File: src/rtl/encrypt_ctrl_pkg.sv
// Shared types and helpers for the LWE encryption accumulator sequencer.
package encrypt_ctrl_pkg;

  typedef enum logic [1:0] {
    ST_IDLE,
    ST_LOAD,
    ST_FLUSH,
    ST_CLEAR
  } state_t;

  localparam int MAX_WIDTH = 64;

  // All-ones pattern of the requested width; callers cast it down to their lane width.
  function automatic logic [MAX_WIDTH-1:0] mask_f(input int width);
    return {MAX_WIDTH{1'b1}} >> (MAX_WIDTH - width);
  endfunction

  function automatic int beats_f(input int big_n, input int parallel);
    return (big_n + 2 * parallel - 1) / (2 * parallel);
  endfunction

endpackage

File: src/rtl/encrypt_ctrl_if.sv
// Term stream in, accumulator operand bus and ciphertext strobe out.
interface encrypt_ctrl_if #(
  parameter int CIPHERTEXT_WIDTH = 32,
  parameter int PARALLEL         = 2,
  parameter int DIM_WIDTH        = 7
);

  logic                                    in_valid;
  logic                                    in_ready;
  logic [2*PARALLEL*CIPHERTEXT_WIDTH-1:0]  in_data;
  logic [PARALLEL*CIPHERTEXT_WIDTH-1:0]    dp_op1;
  logic [PARALLEL*CIPHERTEXT_WIDTH-1:0]    dp_op2;
  logic [DIM_WIDTH-1:0]                    dp_row;
  logic                                    dp_done;
  logic                                    ct_valid;
  logic [DIM_WIDTH-1:0]                    ct_row;

  modport master (
    input  in_valid, in_data,
    output in_ready, dp_op1, dp_op2, dp_row, dp_done, ct_valid, ct_row
  );

  modport slave (
    output in_valid, in_data,
    input  in_ready, dp_op1, dp_op2, dp_row, dp_done, ct_valid, ct_row
  );

endinterface

File: src/rtl/encrypt_ctrl_pack.sv
// Splits one term beat into the two operand buses, masking terms past BIG_N on the last beat.
module encrypt_ctrl_pack
  import encrypt_ctrl_pkg::*;
#(
  parameter int CIPHERTEXT_WIDTH = 32,
  parameter int BIG_N            = 30,
  parameter int PARALLEL         = 2,
  parameter int BEAT_W           = 3
) (
  input  logic [BEAT_W-1:0]                       beat,
  input  logic [2*PARALLEL*CIPHERTEXT_WIDTH-1:0]  in_data,
  output logic [PARALLEL*CIPHERTEXT_WIDTH-1:0]    op1,
  output logic [PARALLEL*CIPHERTEXT_WIDTH-1:0]    op2
);

  localparam int CW = CIPHERTEXT_WIDTH;
  localparam logic [CW-1:0] MASK = CW'(mask_f(CW));

  logic [CW-1:0] lane [2*PARALLEL];

  // Terms with MSB already set are passed untouched; the accumulator ignores them itself.
  always_comb begin
    for (int k = 0; k < 2 * PARALLEL; k++) begin
      if (int'(beat) * (2 * PARALLEL) + k >= BIG_N) lane[k] = MASK;
      else                                          lane[k] = in_data[k*CW +: CW];
    end
  end

  for (genvar k = 0; k < PARALLEL; k++) begin : g_lane
    assign op1[k*CW +: CW] = lane[k];
    assign op2[k*CW +: CW] = lane[PARALLEL + k];
  end

endmodule

File: src/rtl/encrypt_ctrl.sv
// Encryption accumulator sequencer: FSM, beat/row counters and ciphertext strobe pipeline.
// Optional stall counter built when ENCRYPT_CTRL_PERF_EN is defined.
module encrypt_ctrl
  import encrypt_ctrl_pkg::*;
#(
  parameter int CIPHERTEXT_WIDTH = 32,
  parameter int DIMENSION        = 128,
  parameter int DIM_WIDTH        = 7,
  parameter int BIG_N            = 30,
  parameter int PARALLEL         = 2
) (
  input  logic                 clk,
  input  logic                 rst_n,
  input  logic                 start,
  input  logic                 abort,
  output logic                 busy,
  output logic [31:0]          stall_cycles,
  encrypt_ctrl_if.master       bus
);

  localparam int CW     = CIPHERTEXT_WIDTH;
  localparam int OPW    = PARALLEL * CW;
  localparam int BEATS  = beats_f(BIG_N, PARALLEL);
  localparam int BEAT_W = (BEATS > 1) ? $clog2(BEATS) : 1;
  localparam logic [CW-1:0]  MASK    = CW'(mask_f(CW));
  localparam logic [OPW-1:0] OP_MASK = {PARALLEL{MASK}};

  state_t               state_q, state_d;
  logic [BEAT_W-1:0]    beat_q, beat_d;
  logic [DIM_WIDTH-1:0] row_q, row_d;
  logic [OPW-1:0]       op1_q, op1_d, op2_q, op2_d;
  logic [OPW-1:0]       pack_op1, pack_op2;
  logic [DIM_WIDTH-1:0] dp_row_q, dp_row_d;
  logic                 dp_done_q, dp_done_d;
  logic                 aborted_q, aborted_d;
  logic                 pend_q, pend_d;
  logic [DIM_WIDTH-1:0] pend_row_q, pend_row_d;
  logic                 ct_valid_q;
  logic [DIM_WIDTH-1:0] ct_row_q;

  encrypt_ctrl_pack #(
    .CIPHERTEXT_WIDTH (CIPHERTEXT_WIDTH),
    .BIG_N            (BIG_N),
    .PARALLEL         (PARALLEL),
    .BEAT_W           (BEAT_W)
  ) u_pack (
    .beat    (beat_q),
    .in_data (bus.in_data),
    .op1     (pack_op1),
    .op2     (pack_op2)
  );

  always_ff @(posedge clk or negedge rst_n) begin
    if (!rst_n) state_q <= ST_IDLE;
    else        state_q <= state_d;
  end

  // Next state plus next values of every registered output; ops idle at MASK unless a beat lands.
  always_comb begin
    state_d    = state_q;
    beat_d     = beat_q;
    row_d      = row_q;
    op1_d      = OP_MASK;
    op2_d      = OP_MASK;
    dp_row_d   = dp_row_q;
    dp_done_d  = dp_done_q;
    aborted_d  = aborted_q;
    case (state_q)
      ST_IDLE: begin
        dp_done_d = 1'b1;
        dp_row_d  = '0;
        if (start) begin
          state_d   = ST_LOAD;
          beat_d    = '0;
          row_d     = '0;
          aborted_d = 1'b0;
        end
      end
      ST_LOAD: begin
        dp_done_d = 1'b0;
        if (abort) begin
          state_d   = ST_CLEAR;
          aborted_d = 1'b1;
        end else if (bus.in_valid) begin
          op1_d    = pack_op1;
          op2_d    = pack_op2;
          dp_row_d = row_q;
          if (beat_q == BEAT_W'(BEATS - 1)) begin
            beat_d = '0;
            row_d  = row_q + 1'b1;
            if (row_q == DIM_WIDTH'(DIMENSION - 1)) state_d = ST_FLUSH;
          end else begin
            beat_d = beat_q + 1'b1;
          end
        end
      end
      ST_FLUSH: begin
        dp_row_d = '0;
        state_d  = ST_CLEAR;
      end
      ST_CLEAR: begin
        dp_done_d = 1'b1;
        dp_row_d  = '0;
        state_d   = ST_IDLE;
      end
      default: state_d = ST_IDLE;
    endcase
    // The row reset done by CLEAR after an abort carries no finished ciphertext.
    pend_d     = (dp_row_d != dp_row_q) && !(state_q == ST_CLEAR && aborted_q);
    pend_row_d = dp_row_q;
  end

  always_ff @(posedge clk or negedge rst_n) begin
    if (!rst_n) begin
      beat_q     <= '0;
      row_q      <= '0;
      op1_q      <= OP_MASK;
      op2_q      <= OP_MASK;
      dp_row_q   <= '0;
      dp_done_q  <= 1'b1;
      aborted_q  <= 1'b0;
      pend_q     <= 1'b0;
      pend_row_q <= '0;
      ct_valid_q <= 1'b0;
      ct_row_q   <= '0;
    end else begin
      beat_q     <= beat_d;
      row_q      <= row_d;
      op1_q      <= op1_d;
      op2_q      <= op2_d;
      dp_row_q   <= dp_row_d;
      dp_done_q  <= dp_done_d;
      aborted_q  <= aborted_d;
      pend_q     <= pend_d;
      pend_row_q <= pend_row_d;
      ct_valid_q <= pend_q;
      ct_row_q   <= pend_q ? pend_row_q : ct_row_q;
    end
  end

`ifdef ENCRYPT_CTRL_PERF_EN
  logic [31:0] stall_q;

  // Counts LOAD cycles starved of input; saturates and restarts with each accepted start.
  always_ff @(posedge clk or negedge rst_n) begin
    if (!rst_n)                                         stall_q <= '0;
    else if (state_q == ST_IDLE && start)               stall_q <= '0;
    else if (state_q == ST_LOAD && !bus.in_valid && stall_q != '1)
                                                        stall_q <= stall_q + 1'b1;
  end

  assign stall_cycles = stall_q;
`else
  assign stall_cycles = '0;
`endif

  assign busy         = (state_q != ST_IDLE);
  assign bus.in_ready = (state_q == ST_LOAD);
  assign bus.dp_op1   = op1_q;
  assign bus.dp_op2   = op2_q;
  assign bus.dp_row   = dp_row_q;
  assign bus.dp_done  = dp_done_q;
  assign bus.ct_valid = ct_valid_q;
  assign bus.ct_row   = ct_row_q;

endmodule
File: src/flat_wrapper.sv
// flat-port wrapper written by rule: the top's interface ports become plain ports
module encrypt_ctrl_flat import encrypt_ctrl_pkg::*;
#(
  parameter int CIPHERTEXT_WIDTH = 32,
  parameter int DIMENSION        = 128,
  parameter int DIM_WIDTH        = 7,
  parameter int BIG_N            = 30,
  parameter int PARALLEL         = 2
)
  (clk, rst_n, start, abort, busy, stall_cycles, bus_in_valid, bus_in_data, bus_in_ready, bus_dp_op1, bus_dp_op2, bus_dp_row, bus_dp_done, bus_ct_valid, bus_ct_row);
  encrypt_ctrl_if #(.CIPHERTEXT_WIDTH(CIPHERTEXT_WIDTH), .PARALLEL(PARALLEL), .DIM_WIDTH(DIM_WIDTH)) bus_i ();
  input  logic clk;
  input  logic rst_n;
  input  logic start;
  input  logic abort;
  output logic busy;
  output logic [31:0] stall_cycles;
  input wire logic [$bits(bus_i.in_valid)-1:0] bus_in_valid;
  input wire logic [$bits(bus_i.in_data)-1:0] bus_in_data;
  output wire logic [$bits(bus_i.in_ready)-1:0] bus_in_ready;
  output wire logic [$bits(bus_i.dp_op1)-1:0] bus_dp_op1;
  output wire logic [$bits(bus_i.dp_op2)-1:0] bus_dp_op2;
  output wire logic [$bits(bus_i.dp_row)-1:0] bus_dp_row;
  output wire logic [$bits(bus_i.dp_done)-1:0] bus_dp_done;
  output wire logic [$bits(bus_i.ct_valid)-1:0] bus_ct_valid;
  output wire logic [$bits(bus_i.ct_row)-1:0] bus_ct_row;
  assign bus_i.in_valid = bus_in_valid;
  assign bus_i.in_data = bus_in_data;
  assign bus_in_ready = bus_i.in_ready;
  assign bus_dp_op1 = bus_i.dp_op1;
  assign bus_dp_op2 = bus_i.dp_op2;
  assign bus_dp_row = bus_i.dp_row;
  assign bus_dp_done = bus_i.dp_done;
  assign bus_ct_valid = bus_i.ct_valid;
  assign bus_ct_row = bus_i.ct_row;
  encrypt_ctrl #(.CIPHERTEXT_WIDTH(CIPHERTEXT_WIDTH), .DIMENSION(DIMENSION), .DIM_WIDTH(DIM_WIDTH), .BIG_N(BIG_N), .PARALLEL(PARALLEL)) u_core (.clk(clk), .rst_n(rst_n), .start(start), .abort(abort), .busy(busy), .stall_cycles(stall_cycles), .bus(bus_i));
endmodule
File: config.mk
export PLATFORM = sky130hd
export DESIGN_NAME = encrypt_ctrl_flat
export DESIGN_NICKNAME = d
export VERILOG_FILES = /design/src/rtl/encrypt_ctrl_pkg.sv /design/src/rtl/encrypt_ctrl_if.sv /design/src/rtl/encrypt_ctrl_pack.sv /design/src/rtl/encrypt_ctrl.sv /design/src/flat_wrapper.sv
export SDC_FILE = /design/constraint.sdc
export NUM_CORES = 1
export LEC_CHECK = 0
export CAP_MARGIN = 20
export CORE_MARGIN = 2
export CORE_UTILIZATION = 41
export CTS_CLUSTER_SIZE = 28
export DETAILED_ROUTE_END_ITERATION = 16
export PLACE_DENSITY_LB_ADDON = 0.3
export SETUP_SLACK_MARGIN = 0.15
export SYNTH_ARGS = -nofsm -noshare
export SYNTH_HDL_FRONTEND = slang
export SYNTH_SLANG_ARGS = --single-unit
File: constraint.sdc
create_clock -name clk -period 2.2 [get_ports clk]
set_input_delay 0.22 -clock clk [delete_from_list [all_inputs] [get_ports clk]]
set_output_delay 0.22 -clock clk [all_outputs]
set_load 0.05 [all_outputs]
* Word level (Yosys, flattened, before mapping)
Index checks and enable logic that the tools add are counted.
** Word-level totals
- Bits in registers :: 165
- Bits of input ports :: 133
- Output and inout port bits :: 178
- Word-level logic and storage cells :: 81
** Cells by class
- $add $sub $neg :: 5
- Order comparisons :: 4
- Equal/unequal tests :: 14
- Mux-type cells :: 33
- Reduce and logical (&&, ||, !) cells :: 13
** Operator list (count)
- 64-bit two-way mux :: 6
- 32-bit two-way mux :: 4
- 7-bit two-way mux :: 6
- 7-bit case mux with 2 select lines :: 2
- 6-bit by 5-bit greater-or-equal comparator with 1-bit output, second input constant :: 3
- 5-bit by 2-bit adder with 6-bit output, second input constant :: 2
- 3-bit two-way mux :: 4
- 2-bit two-way mux :: 5
- 2-bit != test, second input constant :: 4
- 2-bit case mux with 4 select lines :: 1
- 4-bit AND reduction :: 2
- 7-bit by 1-bit adder with 7-bit output, second input constant :: 1
- 7-bit equality test, second input constant :: 1
- 7-bit != test :: 1
- 5-bit by 1-bit adder with 6-bit output, second input constant :: 1
- 3-bit by 2-bit != test with 1-bit output, second input constant :: 2
- 3-bit case mux with 2 select lines :: 1
- 2-bit nonzero test :: 3
- 5-bit greater-or-equal comparator, second input constant :: 1
- 5-bit AND reduction :: 1
- 2-bit equality test, second input constant :: 2
- 1-bit case mux with 2 select lines :: 2
- 3-bit by 1-bit adder with 3-bit output, second input constant :: 1
- 3-bit equality test, second input constant :: 1
- 10 further kinds :: 12

* Logic depth before layout (Yosys ltp)
- Depth in word-level cells :: 6
- Mapped depth :: 8
- Mapped depth without buffers :: 6

* Cells and area by module
From an unflattened synthesis, not the netlist that was laid out.
** Second synthesis, totals
- Cells, all modules :: 629
- Area, all modules :: 7613.6 µm²
** Modules (own cells, without submodules)
- encrypt_ctrl :: times used 1, cells each 480, area each 6362.4 µm², seq. area each 4290.4 µm²
- encrypt_ctrl_pack :: times used 1, cells each 149, area each 1251.2 µm², seq. area each 0.0 µm²

* Worst setup path after synthesis
No wires, ideal clock.
- Path type :: reg-to-reg
- Start point :: register u_core.state_q[1]
- End point :: register u_core.row_q[3]
- Setup time :: 0.128 ns
- Arrival time :: 1.882 ns
- Data required time :: 2.072 ns
- Path slack :: 0.189 ns
- Stages on the path, launching flop included :: 9
- Buffers on the path :: 2
- Clock period less this slack :: 2.011 ns
- Path through :: dfrtp_1 inv_1 ha_1 buf_4 mux2i_1 a21o_1 buf_2 o21ai_0 o31ai_1
** Between the ends
- Longest elaborated chain between the ends :: 3
- Elaborated cells between the ends (all ways) :: 9
- Classes of those cells :: 5 x eq/ne; 1 x mux; 3 x reduce/logical
** Ends and longest elaborated chain
- start: declaration :: line encrypt_ctrl.sv:28 : state_t state_q, state_d;
- start signal: assignment :: line encrypt_ctrl.sv:55 : else state_q <= state_d;
- 2-bit by 1-bit equality test with 1-bit output *
- named net bus_in_ready :: line flat_wrapper.sv:20 : output wire logic [$bits(bus_i.in_ready)-1:0] bus_in_ready;
- 2-bit by 1-bit != test with 1-bit output (no source line) (tied with other cells)
- 5-bit AND reduction (no source line)
- end signal: assignment :: line encrypt_ctrl.sv:128 : row_q <= row_d;
- end: declaration :: line encrypt_ctrl.sv:30 : logic [DIM_WIDTH-1:0] row_q, row_d;
The timed path passes the listed nets; every way through them passes the cells marked *.
A chain may end at the register's enable or synchronous reset.

* Worst setup path after layout
- Start point :: register u_core.op2_q[34] (netlist: u_core.bus.dp_op2[34])
- End point :: output bus_dp_op2[34]
** RTL lines
- start: declaration :: line encrypt_ctrl.sv:31 : logic [OPW-1:0] op1_q, op1_d, op2_q, op2_d;
- start signal: assignment :: line encrypt_ctrl.sv:130 : op2_q <= op2_d;
- end: declaration :: line flat_wrapper.sv:22 : output wire logic [$bits(bus_i.dp_op2)-1:0] bus_dp_op2;
No word-level cell between the ends.

==> impl_summary.log <==
[metrics] result of the run: finished clean
[metrics] via count of the first global-routing pass: around 4700
[metrics] detailed-placement wirelength estimate: roughly 12 mm
[metrics] CTS Sinks: 165
[metrics] first-pass GRT wire length: 25.0 mm
[metrics] CTS tree: done
[metrics] type of element launching the critical path: flop
[metrics] die width: around 130 µm
[metrics] global-route usage over all layers: 20.0%
[metrics] gpl congestion: 0.861
[metrics] synthesized instance count: approximately 500
[metrics] slew of the pin with the lowest slew margin: 0.621 ns
[metrics] worst max-slew margin expressed relative to the limit: slightly below 60%
[metrics] IO Port Bufs: 278
[metrics] Slowest Stage Delay on Critical Path: approximately 0.83 ns
[metrics] layout cells sized above 1: 31.0%
[metrics] fraction of synthesized cell area taken by the top area cell type: 53.5%
[metrics] Routed Wire Length: between 15 and 20 mm
[metrics] cell with the most instances after synthesis: dfstp_2
[metrics] final max-slew violation count: 0
[metrics] critical path buffer and inverter count: 1
[metrics] Static Leak: 3.91 nW
[metrics] synthesized area per cell: 13.0 µm²
[metrics] worst path required time: 1.98 ns
[metrics] growth of design area from synthesis to finish: 54.5%
[metrics] number of synthesized flops with an enable pin: 0
[metrics] power density normalized to cell area: a little over 900 nW/µm²
[metrics] worst hold path type: in2async
[metrics] kind of cell adding the most delay to the critical path: buffers and inverters
[metrics] most used flip-flop cell after synthesis: dfstp_2
[metrics] number of optimization iterations in the first detailed-route pass: 4
[metrics] number of library cell types mapped by synthesis: 49
[metrics] final hold violations: 0
[metrics] chip height: 128 µm
[metrics] RSZ-0062 raised after global routing: no
[metrics] proportion of register bits with asynchronous set or reset after synthesis: 100%
[metrics] min cycle time layout: 1.99 ns
[metrics] start-to-end type of the worst setup path: reg2out
[metrics] proportion of synthesized chip area in sequential cells: 67.7%
[metrics] largest net degree at the start of global routing: 86
[metrics] Highest Signal Layer: met4
[metrics] mean number of vias per cell: 4.75
[metrics] flop and latch count out of synthesis: 165
[metrics] total setup violations reported at the end of the flow: 0
[metrics] GRT overflow: 0
[metrics] ports placed on the boundary: 311
[metrics] NumNets Final: 906
[metrics] final-layout setup total negative slack: 0 ns
[metrics] highest achievable clock rate: 503 MHz
[metrics] Max Fanout on Critical Path: 1
[metrics] # fillers: roughly 1100
[metrics] most common library cells after synthesis: dfstp_2 (129), or3_1 (64), or2_2 (58)
[metrics] insertion delay of the later-clocked pin in the worst-skew pair: just over 0.4 ns
[metrics] met3 wire length: around 1.1 mm
[metrics] max_cap viols: 0
[metrics] Max clock buf depth: 2
[metrics] crit end category: output port
[metrics] antenna violations before repair: 1
[metrics] Slowest-stage cell, CP: clkdlybuf4s50_1
[metrics] average routed wire per standard cell: 17.1 µm
[metrics] Max Clock Skew: ~0.006 ns
[metrics] maximum vdd ir drop: 0.000810 V
[metrics] Iteration-0 DRC Markers: 219
[metrics] largest area contributor in the synthesized netlist: dfstp_2
[metrics] maximum level of the CTS H-tree: 4
[metrics] floorplan die area: 16500 µm²
[metrics] cell area after synthesis: 6340 µm²
[metrics] M1 WL: 5.89 mm
[metrics] register clock-pin slew on the reported worst setup and hold paths: approximately 0.060 ns
[metrics] via count of the routed design: about 4600
[metrics] WHS: 0.220 ns
[metrics] wire length on met2: between 9 and 10 mm
[metrics] Site Rows: 45
[metrics] Residual DRC: 0
[metrics] Std-Cell Core Area: 15100 µm²
[metrics] number of buffers inserted during clock tree synthesis: 17
[metrics] post-CTS setup buffer count: 0
[metrics] Arr. time, crit path: 1.77 ns
[metrics] warnings from Yosys: 0
[metrics] chain of cells forming the critical path: clkdlybuf4s50_1
[metrics] Clock Tree Root: clkbuf_16
[metrics] cells taking the most area after synthesis: dfstp_2 (53%), dfrtp_1 (14%), or3_1 (6.3%)
[metrics] DRT antenna net count: 0
[metrics] Initial Util: 41.9%
[metrics] period utilization: 90.4%
## layer usage
metal	vias up	track usage, %
li1	2101	-
met1	2261	21.8
met2	201	36.4
met3	30	5.61
met4	0	8.79
met5	-	0
## cell families after synthesis
family,after synthesis,share of synthesized area [%]
compound gates,42,4.66
buf+inv,71,6.71
other cells,1,0.0591
fa+ha+maj,9,1.78
mux,9,1.58
simple gates,191,17.5
flops,165,67.7
## final timing paths
path,end,cells past startpoint,startpoint,slack [ns]
worst min register to register,u_core.bus.ct_row[5]$_DFFE_PN0P_,1,u_core.pend_row_q[5]$_DFF_PN0_,0.48
worst min-delay path,u_core.bus.dp_row[3]$_DFF_PN0_,2,rst_n,0.22
worst max-delay path,bus_dp_op2[34],1,u_core.bus.dp_op2[34]$_DFF_PN1_,0.21
max in group asynchronous,u_core.bus.dp_op2[15]$_DFF_PN1_,3,rst_n,1.26
worst max register to register,u_core.row_q[6]$_DFFE_PN0P_,6,u_core.state_q[0]$_DFFE_PN0P_,0.39
min in group clk,u_core.bus.dp_op1[30]$_DFF_PN1_,2,bus_in_data[30],0.37
## final cells by class
type / count / area (µm²) / share of cell area, %
antenna: 2 / 5.00 / 0.0511
clock buffer: 23 / 498 / 5.09
clock inverter: 9 / 91.3 / 0.933
inverter: 11 / 41.3 / 0.422
multi-input combinational: 283 / 1750 / 17.9
sequential: 165 / 4290 / 43.8
tap: 188 / 235 / 2.40
timing repair buffer: 286 / 2880 / 29.4
## stage by stage
stage,instances,setup WS (ns),total power [mW],cell area [µm²],util (%)
3_3_place_gp,932,0.283,6.09,9180,60.6
4_1_cts,965,0.183,9.10,9780,64.6
3_5_place_dp,932,0.221,6.16,9180,60.6
5_1_grt,966,0.160,9.41,9790,64.6
6_report,967,0.211,9.02,9790,64.7
2_1_floorplan,519,0.189,5.29,6460,-
## timing repair
item                                    4_1_cts  5_1_grt
endpoints found under the setup margin        0       14
hold buffers                                  1        0
resized for setup                             0        2
hold endpoints to repair                     19        0
## power breakdown
part	internal [mW]	switching [mW]
Combinational	0.958	1.58
Sequential	3.44	0.139
Clock	1.72	1.18
## cells in the final DEF (no fill, tap or decap), types with 4 or more instances in the layout
| cell type | netlist | routed |
|---|---|---|
| mux2_2 | 8 | 8 |
| or3_1 | 64 | 64 |
| nor2_1 | 6 | 6 |
| or2_2 | 58 | 58 |
| inv_1 | 11 | 11 |
| clkdlybuf4s50_1 | 0 | 275 |
| nand3_1 | 8 | 8 |
| clkbuf_16 | 0 | 17 |
| nand2b_1 | 4 | 4 |
| ha_1 | 9 | 7 |
| clkbuf_8 | 0 | 5 |
| o22ai_1 | 4 | 4 |
| dfstp_2 | 129 | 129 |
| o21ai_0 | 5 | 5 |
| nor2b_1 | 4 | 4 |
| dfrtp_1 | 36 | 36 |
| buf_4 | 33 | 6 |
| a21oi_1 | 7 | 7 |
| nand2_1 | 28 | 28 |
| a21boi_0 | 7 | 7 |
| or2_1 | 6 | 6 |
| conb_1 | 1 | 32 |
## state kept, by name (all words and copies together), names as in the netlist, 2 cells and up
signal,cells
u_core.state_q,2
u_core.row_q,7
u_core.beat_q,3
u_core.bus.dp_row,7
u_core.bus.dp_op2,64
u_core.pend_row_q,7
u_core.bus.ct_row,7
u_core.bus.dp_op1,64
Note: power is estimated with default switching activity, not from simulation.
